[src/rtl/gobang_pkg.sv]
// Shared GoBang definitions: cell colours, the default board size and the
// move-commit FSM state encoding.
package gobang_pkg;

  localparam logic [1:0] EMPTY = 2'b00;
  localparam logic [1:0] P0    = 2'b01;
  localparam logic [1:0] P1    = 2'b10;

  localparam int BOARD_N_DEFAULT = 15;

  typedef enum logic [2:0] {
    IDLE   = 3'd0,
    READ   = 3'd1,
    CHECK  = 3'd2,
    WRITE  = 3'd3,
    ARM    = 3'd4,
    PULSE  = 3'd5,
    REJECT = 3'd6
  } state_t;

endpackage

[src/rtl/move_commit_edge_detect.sv]
// Rising-edge detector: one-cycle pulse when the (already synchronised)
// input goes from 0 to 1.
module edge_detect (
  input  logic clk,
  input  logic resetn,
  input  logic i_sig,
  output logic o_rise
);

  logic r_sig_q;

  // Remember the previous sample of the input.
  always_ff @(posedge clk or negedge resetn) begin
    if (!resetn) r_sig_q <= 1'b0;
    else         r_sig_q <= i_sig;
  end

  assign o_rise = i_sig & ~r_sig_q;

endmodule

[src/rtl/move_commit.sv]
// Move-commit controller: on a placement request it reads the board cell,
// writes the player's colour if the move is legal, then drives the
// change_enable/turn handshake to the player-colour register. Illegal
// requests produce a one-cycle reject and leave board and player untouched.
//
// Handshakes: a request is a rising edge of place seen while IDLE; edges seen
// while busy are dropped. Board reads return data one cycle after rd_addr.
// change_enable rises one cycle before turn and falls with it, so it is
// stable at the turn rising edge.
module move_commit import gobang_pkg::*; #(
  parameter int BOARD_N = BOARD_N_DEFAULT,
  parameter int ADDR_W  = 8
) (
  input  logic              clk,
  input  logic              resetn,
  input  logic              place,
  input  logic [3:0]        x,
  input  logic [3:0]        y,
  input  logic [1:0]        color,
  input  logic              game_over,
  output logic [ADDR_W-1:0] rd_addr,
  input  logic [1:0]        rd_data,
  output logic              wr_en,
  output logic [ADDR_W-1:0] wr_addr,
  output logic [1:0]        wr_data,
  output logic              turn,
  output logic              change_enable,
  output logic              busy,
  output logic              reject,
  output logic [7:0]        move_count,
  output logic              board_full,
  output logic [2:0]        dbg_state
);

  // Cell count and board side at the widths they are compared against.
  localparam logic [7:0] CELLS = 8'(BOARD_N * BOARD_N);
  localparam logic [4:0] SIDE  = 5'(BOARD_N);

  logic              w_req;
  logic [ADDR_W-1:0] w_addr;
  logic              w_out_of_range;
  logic              w_bad_colour;
  logic              w_refuse;
  logic              w_board_full;

  state_t            r_state;
  logic [3:0]        r_lx;
  logic [3:0]        r_ly;
  logic [1:0]        r_lcol;
  logic [7:0]        r_move_count;

  edge_detect u_edge (
    .clk    (clk),
    .resetn (resetn),
    .i_sig  (place),
    .o_rise (w_req)
  );

  // Linear cell address of the latched cursor: row-major, y*BOARD_N + x.
  assign w_addr = ADDR_W'(r_ly) * ADDR_W'(BOARD_N) + ADDR_W'(r_lx);

  assign w_board_full   = (r_move_count == CELLS);
  assign w_out_of_range = ({1'b0, r_lx} >= SIDE) || ({1'b0, r_ly} >= SIDE);
  assign w_bad_colour   = (r_lcol != P0) && (r_lcol != P1);
  // game_over, board_full and the cell contents are judged in CHECK.
  assign w_refuse       = w_out_of_range || w_bad_colour || game_over ||
                          w_board_full || (rd_data != EMPTY);

  // Request sequencing FSM with the latched request and the move counter.
  always_ff @(posedge clk or negedge resetn) begin
    if (!resetn) begin
      r_state      <= IDLE;
      r_lx         <= 4'd0;
      r_ly         <= 4'd0;
      r_lcol       <= EMPTY;
      r_move_count <= 8'd0;
    end else begin
      case (r_state)
        IDLE: begin
          if (w_req) begin
            r_lx    <= x;
            r_ly    <= y;
            r_lcol  <= color;
            r_state <= READ;
          end
        end
        READ:   r_state <= CHECK;
        CHECK:  r_state <= w_refuse ? REJECT : WRITE;
        WRITE: begin
          if (r_move_count != CELLS) r_move_count <= r_move_count + 8'd1;
          r_state <= ARM;
        end
        ARM:    r_state <= PULSE;
        PULSE:  r_state <= IDLE;
        REJECT: r_state <= IDLE;
        default: r_state <= IDLE;
      endcase
    end
  end

  // Strobes are pure decodes of the registered state, so they cannot glitch
  // and drop to 0 the instant reset asserts.
  assign wr_en         = (r_state == WRITE);
  assign wr_addr       = (r_state == WRITE) ? w_addr : '0;
  assign wr_data       = (r_state == WRITE) ? r_lcol : EMPTY;
  assign change_enable = (r_state == ARM) || (r_state == PULSE);
  assign turn          = (r_state == PULSE);
  assign reject        = (r_state == REJECT);
  assign busy          = (r_state != IDLE);
  assign rd_addr       = w_addr;
  assign move_count    = r_move_count;
  assign board_full    = w_board_full;
  assign dbg_state     = r_state;

endmodule

[config.mk]
export PLATFORM = sky130hd
export DESIGN_NAME = move_commit
export DESIGN_NICKNAME = d
export VERILOG_FILES = /design/src/rtl/gobang_pkg.sv /design/src/rtl/move_commit_edge_detect.sv /design/src/rtl/move_commit.sv
export SDC_FILE = /design/constraint.sdc
export NUM_CORES = 1
export LEC_CHECK = 0
export BUFFER_PORTS_ARGS = -buffer_cell sky130_fd_sc_hd__buf_2
export CAP_MARGIN = 0
export CORE_MARGIN = 8
export CORE_UTILIZATION = 55
export DETAILED_ROUTE_END_ITERATION = 10
export PLACE_DENSITY = 0.92
export SYNTH_ARGS = -nofsm -noshare
export SYNTH_HDL_FRONTEND = slang
export SYNTH_SLANG_ARGS = --single-unit
[constraint.sdc]
create_clock -name clk -period 7.9 [get_ports clk]
set_input_delay 1.58 -clock clk [delete_from_list [all_inputs] [get_ports clk]]
set_output_delay 1.58 -clock clk [all_outputs]
set_load 0.01 [all_outputs]
Yosys cells after proc, flatten, opt, wreduce, memory -nomap -nowiden

Cells that the tools add are included.
Widths: inputs -> output; s select.

Output and inout bits: 35
Register bits: 22

$mul: 1
Bitwise gates (word level): 2
Multiplexer cells: 5
Reduce and logical (&&, ||, !) cells: 12
Eq/ne operators: 11
$lt $le $gt $ge: 2
Add/sub/neg operators: 2

Operator list:

| cell                | count |
|---|---|
| $pmux 3 s5          | 1 |
| $eq 3x3->1 const B  | 3 |
| $add 8x1->8 const B | 1 |
| $add 8x4->8         | 1 |
| $eq 8x8->1 const B  | 1 |
| $ge 4x4->1 const B  | 2 |
| $mul 4x4->8 const B | 1 |
| $mux 8              | 1 |
| $ne 8x8->1 const B  | 1 |
| $eq 3x2->1 const B  | 2 |
| $logic_or 1x1->1    | 6 |
| $mux 3              | 2 |
| $ne 2x1->1 const B  | 2 |
| $reduce_and 2->1    | 2 |
| $eq 3x1->1 const B  | 1 |
| $logic_not 3->1     | 1 |
| $reduce_bool 3->1   | 1 |
| $mux 2              | 1 |
| $ne 2x2->1 const B  | 1 |
| $reduce_bool 2->1   | 1 |
| $and 1x1->1         | 1 |
| $logic_and 1x1->1   | 1 |
| $not 1->1           | 1 |

Depth between registers and ports, before layout

Gate-level depths: netlist of the first run.

Depth after elaboration: 8
Mapped depth: 10

By module

A second synthesis of the first run with hierarchy kept.

Cell total of the unflattened synthesis: 159
Area, all modules: 1,622.8 um^2

By module, submodules not included:

| module      | times used | area each (um^2) | cells each |
|---|---|---|---|
| move_commit | 1          | 1,584.0          | 157 |
| edge_detect | 1          | 38.8             | 2 |

Worst setup path after synthesis of the first run

OpenSTA, ideal clock, no wires.

Kind: register to output
Start point: reg r_ly[1]
End point: out wr_addr[6]
Buffers on the path: 0
Data required time: 6.320 ns
Cell stages (with the launch flop): 11
Data arrival time: 3.329 ns
Setup slack: 2.991 ns
Cells stage by stage: dfrtp_1 -> fa_1 -> inv_1 -> fa_1 -> fa_1 -> inv_1 -> ha_1 -> nand2_1 -> o21a_1 -> o311ai_1 -> and2_1

Word-level cells in the longest chain between the ends: 3

RTL lines:

| what                   | line               | source |
|---|---|---|
| start, declared        | move_commit.sv:48  | `logic [3:0] r_ly;` |
| start signal, assigned | move_commit.sv:82  | `r_ly <= y;` |
| $mul 4x4->8            | move_commit.sv:60  | `assign w_addr = ADDR_W'(r_ly) * ADDR_W'(BOARD_N) + ADDR_W'(r_lx);` |
| $add 8x4->8            | move_commit.sv:60  |  |
| net rd_addr[6]         | move_commit.sv:21  | `output logic [ADDR_W-1:0] rd_addr,` |
| $mux 8                 | move_commit.sv:104 | `assign wr_addr = (r_state == WRITE) ? w_addr : '0;` |
| end, declared          | move_commit.sv:24  | `output logic [ADDR_W-1:0] wr_addr,` |

The timed path passes the listed nets, and every way through them passes these cells.

Final worst setup path of the first run

Start point: reg r_ly[1]
End point: out wr_addr[7]

Word-level cells in the longest chain between the ends: 3

RTL lines:

| what        | line |
|---|---|
| $mul 4x4->8 | move_commit.sv:60 |
| $add 8x4->8 | move_commit.sv:60 |
| $mux 8      | move_commit.sv:104 |

No other way between the ends.

==> impl_metrics.tcl, run 1 <==
set metrics [dict create \
    hold_violations 0 \
    io_buffers 50 \
    layout_common_cells "buf_2, dfrtp_1, ha_1" \
    cts_tree "yes" \
    critPathRequiredTime_ns 6.32 \
    yosysSeqAreaShare_pct 33.2 \
    end_kind "primary output" \
    htreeDepth 1 \
    avgSynthCellArea_um2 11.0 \
    cts.path.max_buffers 2 \
    via_count 1232 \
    io_pins 51 \
    crit_type "reg2out" \
    synth-xor-area-share_pct 6.86 \
    ys_warn_count 0 \
    ys_seq_elements 22 \
    relSlewSlack_pct 58.2 \
    drive_above_1_share_pct 33.7 \
    finalCriticalPeriod_ns 5.41 \
    grt_remaining_overflow 0 \
    antenna_cells 0 \
    postSynthNetCount 193 \
    firstDrtPassIters 4 \
    dr.first_iter.drc_count 28 \
    routed_wl_um 3390 \
    maxCapViolCount 0 \
    nets 245 \
    drc 0 \
    clk_latency_ns 0.31 \
    gp_congestion 0.800 \
    status "finished clean" \
    area_delta_synth_final_pct 18.6 \
    routed_via_density 5.24 \
    synth-compound-area-share_pct 6.78 \
    wl_per_cell_um 14.4 \
    syn_inst 151 \
    cts_sinks 22 \
    rows 20 \
    fin_setup_tns_ns 0 \
    dp_hpwl_um 2850 \
    grt_pass1_wl_um 5770 \
    min_period_over_period_pct 68.5 \
    antenna_found_initial 0 \
    tightest_slew_ns 0.611 \
    setup_violations 0 \
    rsz0062_at_grt "false" \
    grt.total_usage_pct 14.0 \
    fmax_mhz 185 \
    post-cts-setup-buffers 0 \
    first_global_vias 1309 \
    synthMuxAreaShare_pct 10.2 \
    cts_hold_buf 0 \
    initial_utilization_pct 56.2 \
    slew_violations 0 \
    die_area_mm2 0.00503 \
    place_ws_ns 2.82 \
    synth_fa_ha_area_share_pct 22.8 \
    core_area_mm2 0.00295 \
    drtAntennaViolNets 0 \
    fin_skew_ns 0.00372 \
    synth_top_family_by_area "adder cells" \
    grt_max_degree 23 \
    cts_buffers 3 \
    die_x_um 70.9 \
    ys_types 37 \
    startpoint_type "flip-flop" \
    fillerInstances 240 \
    layout_commonest_cell "buf_2" \
    critPathMaxFanout 5 \
    path_clk_slew_ns 0.11 \
    setup_slack_ns 2.49 \
    syn-cell-area_mm2 0.00166 \
    crit_arrival_ns 3.83 \
    min_path_type "reg2reg" \
    cts_resized 0 \
    cts_root_buffer "clkbuf_4" \
    synth-simple-area-share_pct 15.4 \
    die_h_um 70.9 \
]
## sequential cells by signal, indices dropped and copies added (netlist names)
name and flops:
r_lcol 2, move_count 8, dbg_state 3, r_ly 4, u_edge.r_sig_q 1, r_lx 4
## final cells by class
type / instances / area (um^2) / share of cell area, %
timing repair buffer: 50 / 250 / 12.7
sequential: 22 / 551 / 28.0
inverter: 16 / 60.1 / 3.05
clock buffer: 4 / 36.3 / 1.84
multi-input combinational: 110 / 1030 / 52.4
tap: 33 / 41.3 / 2.10
## worst paths after layout
check,from,endpoint,slack [ns],cells after the start
max reg2reg,r_ly[2],dbg_state[0],5.88,5
min in group asynchronous,resetn,move_count[7],1.21,1
min,move_count[7],move_count[7],0.52,1
min reg2reg,move_count[7],move_count[7],0.52,1
max in group asynchronous,resetn,dbg_state[0],6.36,1
max,r_ly[1],wr_addr[7],2.49,11
## cells in the mapped netlist
library cell,instances,area [um^2]
dfrtp_1,22,551
ha_1,19,238
inv_1,16,60.1
and2_1,10,62.6
mux2_4,10,150
fa_1,7,140
nor2_1,7,26.3
xnor2_1,7,61.3
nand2_1,6,22.5
xor2_1,6,52.6
a21oi_1,4,20.0
nand4_1,4,25.0
a211oi_1,2,15.0
and3_1,2,12.5
and3b_1,2,17.5
clkbuf_1,2,7.51
mux2i_1,2,20.0
nand2b_1,2,12.5
nor3_1,2,10.0
o21ai_0,2,10.0
a2111oi_0,1,8.76
a21o_1,1,7.51
and2b_2,1,8.76
and3_2,1,7.51
buf_6,1,11.3
nand3_1,1,5.00
nand3b_1,1,7.51
nor2b_1,1,6.26
nor4_2,1,12.5
o2111ai_1,1,8.76
o21a_1,1,7.51
o21bai_1,1,7.51
o2bb2ai_1,1,8.76
o311ai_1,1,8.76
o32a_1,1,10.0
or3_4,1,11.3
or3b_1,1,8.76
## through the flow
stage	util, %	instances	hold WS (ns)	instance area, um^2
finish	66.7	235	0.523	1970
global route	66.7	235	0.540	1970
CTS	66.7	235	0.532	1970
detailed placement	65.5	231	0.511	1930
global placement	65.5	231	0.474	1930
floorplan	-	151	0.504	1660
## metal layers
layer	part of all wire (%)	GRT usage [%]	vias up
met5	0	0	-
met4	1.3	5.54	0
met3	9.7	5.79	5
met2	47	22.8	46
met1	42	15.9	567
li1	-	-	614
## logic make-up (layout without fill, tap and decap cells)
kind of cell	after synthesis	count (layout)
multiplexers	12	12
AO/OA/AOI/OAI	16	16
flip-flops	22	22
adder cells (fa/ha/maj)	26	26
buffers and inverters	19	70
XOR/XNOR	13	13
AND/OR/NAND/NOR	43	43
## worst max-delay path: stages, from the launching register on
cell      delay, ns
dfrtp_1        0.49
fa_1           0.60
inv_1          0.07
fa_1           0.48
fa_1           0.51
inv_1          0.04
ha_1           0.35
a211oi_1       0.27
o21bai_1       0.11
a21oi_1        0.25
mux2i_1        0.21
buf_2          0.15
Power of run 1 is not shown: default switching activity piles up to over one toggle a cycle in this logic, so the estimate is an artifact.
==> run 2, diff against run 1 <==
--- a/config.mk
+++ b/config.mk
@@ -5,12 +5,13 @@
 export SDC_FILE = /design/constraint.sdc
 export NUM_CORES = 1
 export LEC_CHECK = 0
+export ABC_AREA = 1
 export BUFFER_PORTS_ARGS = -buffer_cell sky130_fd_sc_hd__buf_2
 export CAP_MARGIN = 0
 export CORE_MARGIN = 8
-export CORE_UTILIZATION = 55
+export CORE_UTILIZATION = 52
 export DETAILED_ROUTE_END_ITERATION = 10
-export PLACE_DENSITY = 0.92
+export PLACE_DENSITY = 0.87
 export SYNTH_ARGS = -nofsm -noshare
 export SYNTH_HDL_FRONTEND = slang
 export SYNTH_SLANG_ARGS = --single-unit
==> constraint.sdc (replaced) <==
create_clock -name clk -period 5.1 [get_ports clk]
set_input_delay 1.02 -clock clk [delete_from_list [all_inputs] [get_ports clk]]
set_output_delay 1.02 -clock clk [all_outputs]
set_load 0.01 [all_outputs]
==> run 2 against run 1 <==
  * Non-clock buffer count did not move
  * Design area is 7.9% higher
  * Routed wire length is 17% higher
  * Register-to-register slack lost 2.2 ns
  * Die area rose by 11%
  * Synthesized cell count up 52%
  * Sequential share of layout area shrank 2.0 points
  * Setup slack got worse by 1.9 ns
  * Clock skew grew 0.0095 ns
  * Area after synthesis increased by 7.6%
  * Critical endpoint is now wr_addr[6]
==> impl_metrics.tcl, run 2 <==
set metrics [dict create \
    wl_per_cell_um 12.1 \
    via_count 1603 \
    cts_sinks 22 \
    synth_top_area_cell "dfrtp_1" \
    io_pins 51 \
    ys_types 23 \
    r2r_setup_slack_ns 3.65 \
    rsz0062_at_grt "false" \
    syn-cell-area_mm2 0.00179 \
    nets 325 \
    grt_pass1_wl_um 6730 \
    slew_violations 0 \
    critPathMaxFanout 7 \
    avgSynthCellArea_um2 7.77 \
    fin_skew_ns 0.0132 \
    cts_buffers 3 \
    maxCapViolCount 0 \
    postSynthNetCount 272 \
    rr_endpoint "r_lx[3]" \
    gp_congestion 0.846 \
    cts.path.max_buffers 2 \
    setup_violations 0 \
    synthTopCellsByArea "dfrtp_1, ha_1, nand2_1, inv_1, fa_1" \
    min_period_over_period_pct 89.2 \
    syn_inst 230 \
    synthMuxAreaShare_pct 0 \
    cts_hold_buf 0 \
    grt.total_usage_pct 15.4 \
    dr.first_iter.drc_count 75 \
    min_path_type "reg2reg" \
    fin_area_mm2 0.00212 \
    htreeDepth 1 \
    r2r-start "dbg_state[1]" \
    finalCriticalPeriod_ns 4.55 \
    routed_via_density 4.89 \
    fmax_mhz 220 \
    initial_utilization_pct 54.0 \
    holdPathEnd "r_lx[1]" \
    synth_most_common_cell "nand2_1" \
    cp_common_cell "nand2_1" \
    firstDrtPassIters 4 \
    layout_commonest_cell "nand2_1" \
    synth_fa_ha_area_share_pct 21.1 \
    rows 21 \
    die_area_mm2 0.00557 \
    dp_hpwl_um 3310 \
    synth-compound-area-share_pct 4.13 \
    hold_violations 0 \
    tightest_slew_ns 0.474 \
    synth_top_family_by_area "simple AND/OR/NAND/NOR gates" \
    cts_root_buffer "clkbuf_4" \
    cts_resized 0 \
    first_global_vias 1548 \
    routed_wl_um 3980 \
    synth-xor-area-share_pct 2.94 \
    critPathMaxStageDelay_ns 0.61 \
    status "finished clean" \
    path_clk_slew_ns 0.13 \
    layout_common_cells "nand2_1, buf_2, inv_1" \
    end_kind "primary output" \
    startpoint_type "flip-flop" \
    netlist.area_leader.share_pct 30.8 \
    reg2reg_depth 6 \
    holdCritStartpoint "r_lx[1]" \
    die_x_um 74.6 \
    core_area_mm2 0.00331 \
    async_reset_ff_share_pct 100 \
    hold_depth 2 \
    final_cells 328 \
    largest_reg_flops 8 \
    area_delta_synth_final_pct 18.9 \
    synth_top_flop_cell "dfrtp_1" \
    antenna_cells 0 \
    drive_above_1_share_pct 24.5 \
    drtAntennaViolNets 0 \
    post-cts-setup-buffers 0 \
    relSlewSlack_pct 68.4 \
    dpl_cell_area_mm2 0.00207 \
    critPathRequiredTime_ns 4.08 \
    drc 0 \
    io_buffers 50 \
    grt_max_degree 23 \
    crit_arrival_ns 3.53 \
    fin_setup_tns_ns 0 \
    ys_seq_elements 22 \
    crit_type "reg2out" \
    cpMaxStageDelayCell "fa_1" \
    synth_edf_count 0 \
    die_h_um 74.6 \
    clk_latency_ns 0.32 \
    cts_tree "yes" \
    synthTopCellsByCount "nand2_1, inv_1, nor2_1" \
    path_cells "fa_1 -> inv_1 -> fa_1 -> fa_1 -> inv_1 -> ha_1 -> nand2_1 -> nand2_1 -> nand2_1 -> nand3_1 -> nand2_1 -> nand2_1 -> nor2_1 -> buf_2" \
    yosysSeqAreaShare_pct 30.8 \
    antenna_found_initial 0 \
    ys_warn_count 0 \
    dpl.cell_count 324 \
    synth-simple-area-share_pct 30.4 \
    grt_remaining_overflow 0 \
]
## run 2: changes by cell type in the layout (fill, tap and decap cells not counted), sizes merged, moves of 4 or more
cell	delta
nor3	+5
a21oi	+4
nor2	+22
inv	+26
xor2	-4
nand2	+56
mux2	-10
and2	-10
nand3	+14
## run 2: how the worst max path moves through the flow
stage / slack (ns) / from / cells past startpoint / endpoint
6_report: 0.55 / r_ly[1] / 14 / wr_addr[6]
2_1_floorplan: 1.10 / r_ly[1] / 13 / wr_addr[6]
3_3_place_gp: 1.01 / r_ly[1] / 14 / wr_addr[6]
4_1_cts: 0.54 / r_ly[1] / 14 / wr_addr[6]
5_1_grt: 0.33 / r_ly[1] / 14 / wr_addr[6]
3_5_place_dp: 0.89 / r_ly[1] / 14 / wr_addr[6]
## run 2: worst max-delay path, delay by kind of cell (launching register included)
family	cells	cell delay, ns
adders and majority gates	4	1.97
buffers and inverters	3	0.25
DFF	1	0.49
and+or+nand+nor	7	0.51
## run 2: kinds of logic (layout without fill, tap and decap cells)
kind of cell / count (synthesis) / in the layout
AND/OR/NAND/NOR: 120 / 120
buffers and inverters: 45 / 97
adder cells (fa/ha/maj): 26 / 26
flip-flops: 22 / 22
AO/OA/AOI/OAI: 11 / 11
XOR/XNOR: 6 / 6
## run 2: layout make-up
| type | count | area [um^2] |
|---|---|---|
| Clock buffer | 3 | 22.5 |
| Clock inverter | 1 | 30.0 |
| Fill cell | 293 | 1190 |
| Inverter | 43 | 166 |
| Multi-Input combinational cell | 163 | 1050 |
| Sequential cell | 22 | 551 |
| Tap cell | 46 | 57.6 |
| Timing Repair Buffer | 50 | 250 |
## run 2: metal layers
metal	part of all wire [%]	global-route usage (%)	up-vias	wire (um)
met5	0	0	-	0
met4	1.0	5.22	0	40
met3	6.7	3.60	4	266
met2	47	25.5	39	1890
met1	45	19.0	744	1790
li1	-	-	816	-
## run 2: through the flow
step | worst slack, ns | util (%) | hold WS [ns]
4_1_cts | 0.536 | 64.2 | 0.532
3_5_place_dp | 0.895 | 62.6 | 0.497
6_report | 0.552 | 64.2 | 0.541
5_1_grt | 0.327 | 64.2 | 0.555
3_3_place_gp | 1.01 | 62.6 | 0.498
2_1_floorplan | 1.10 | - | 0.470
Power of run 2 is left out for the same reason.
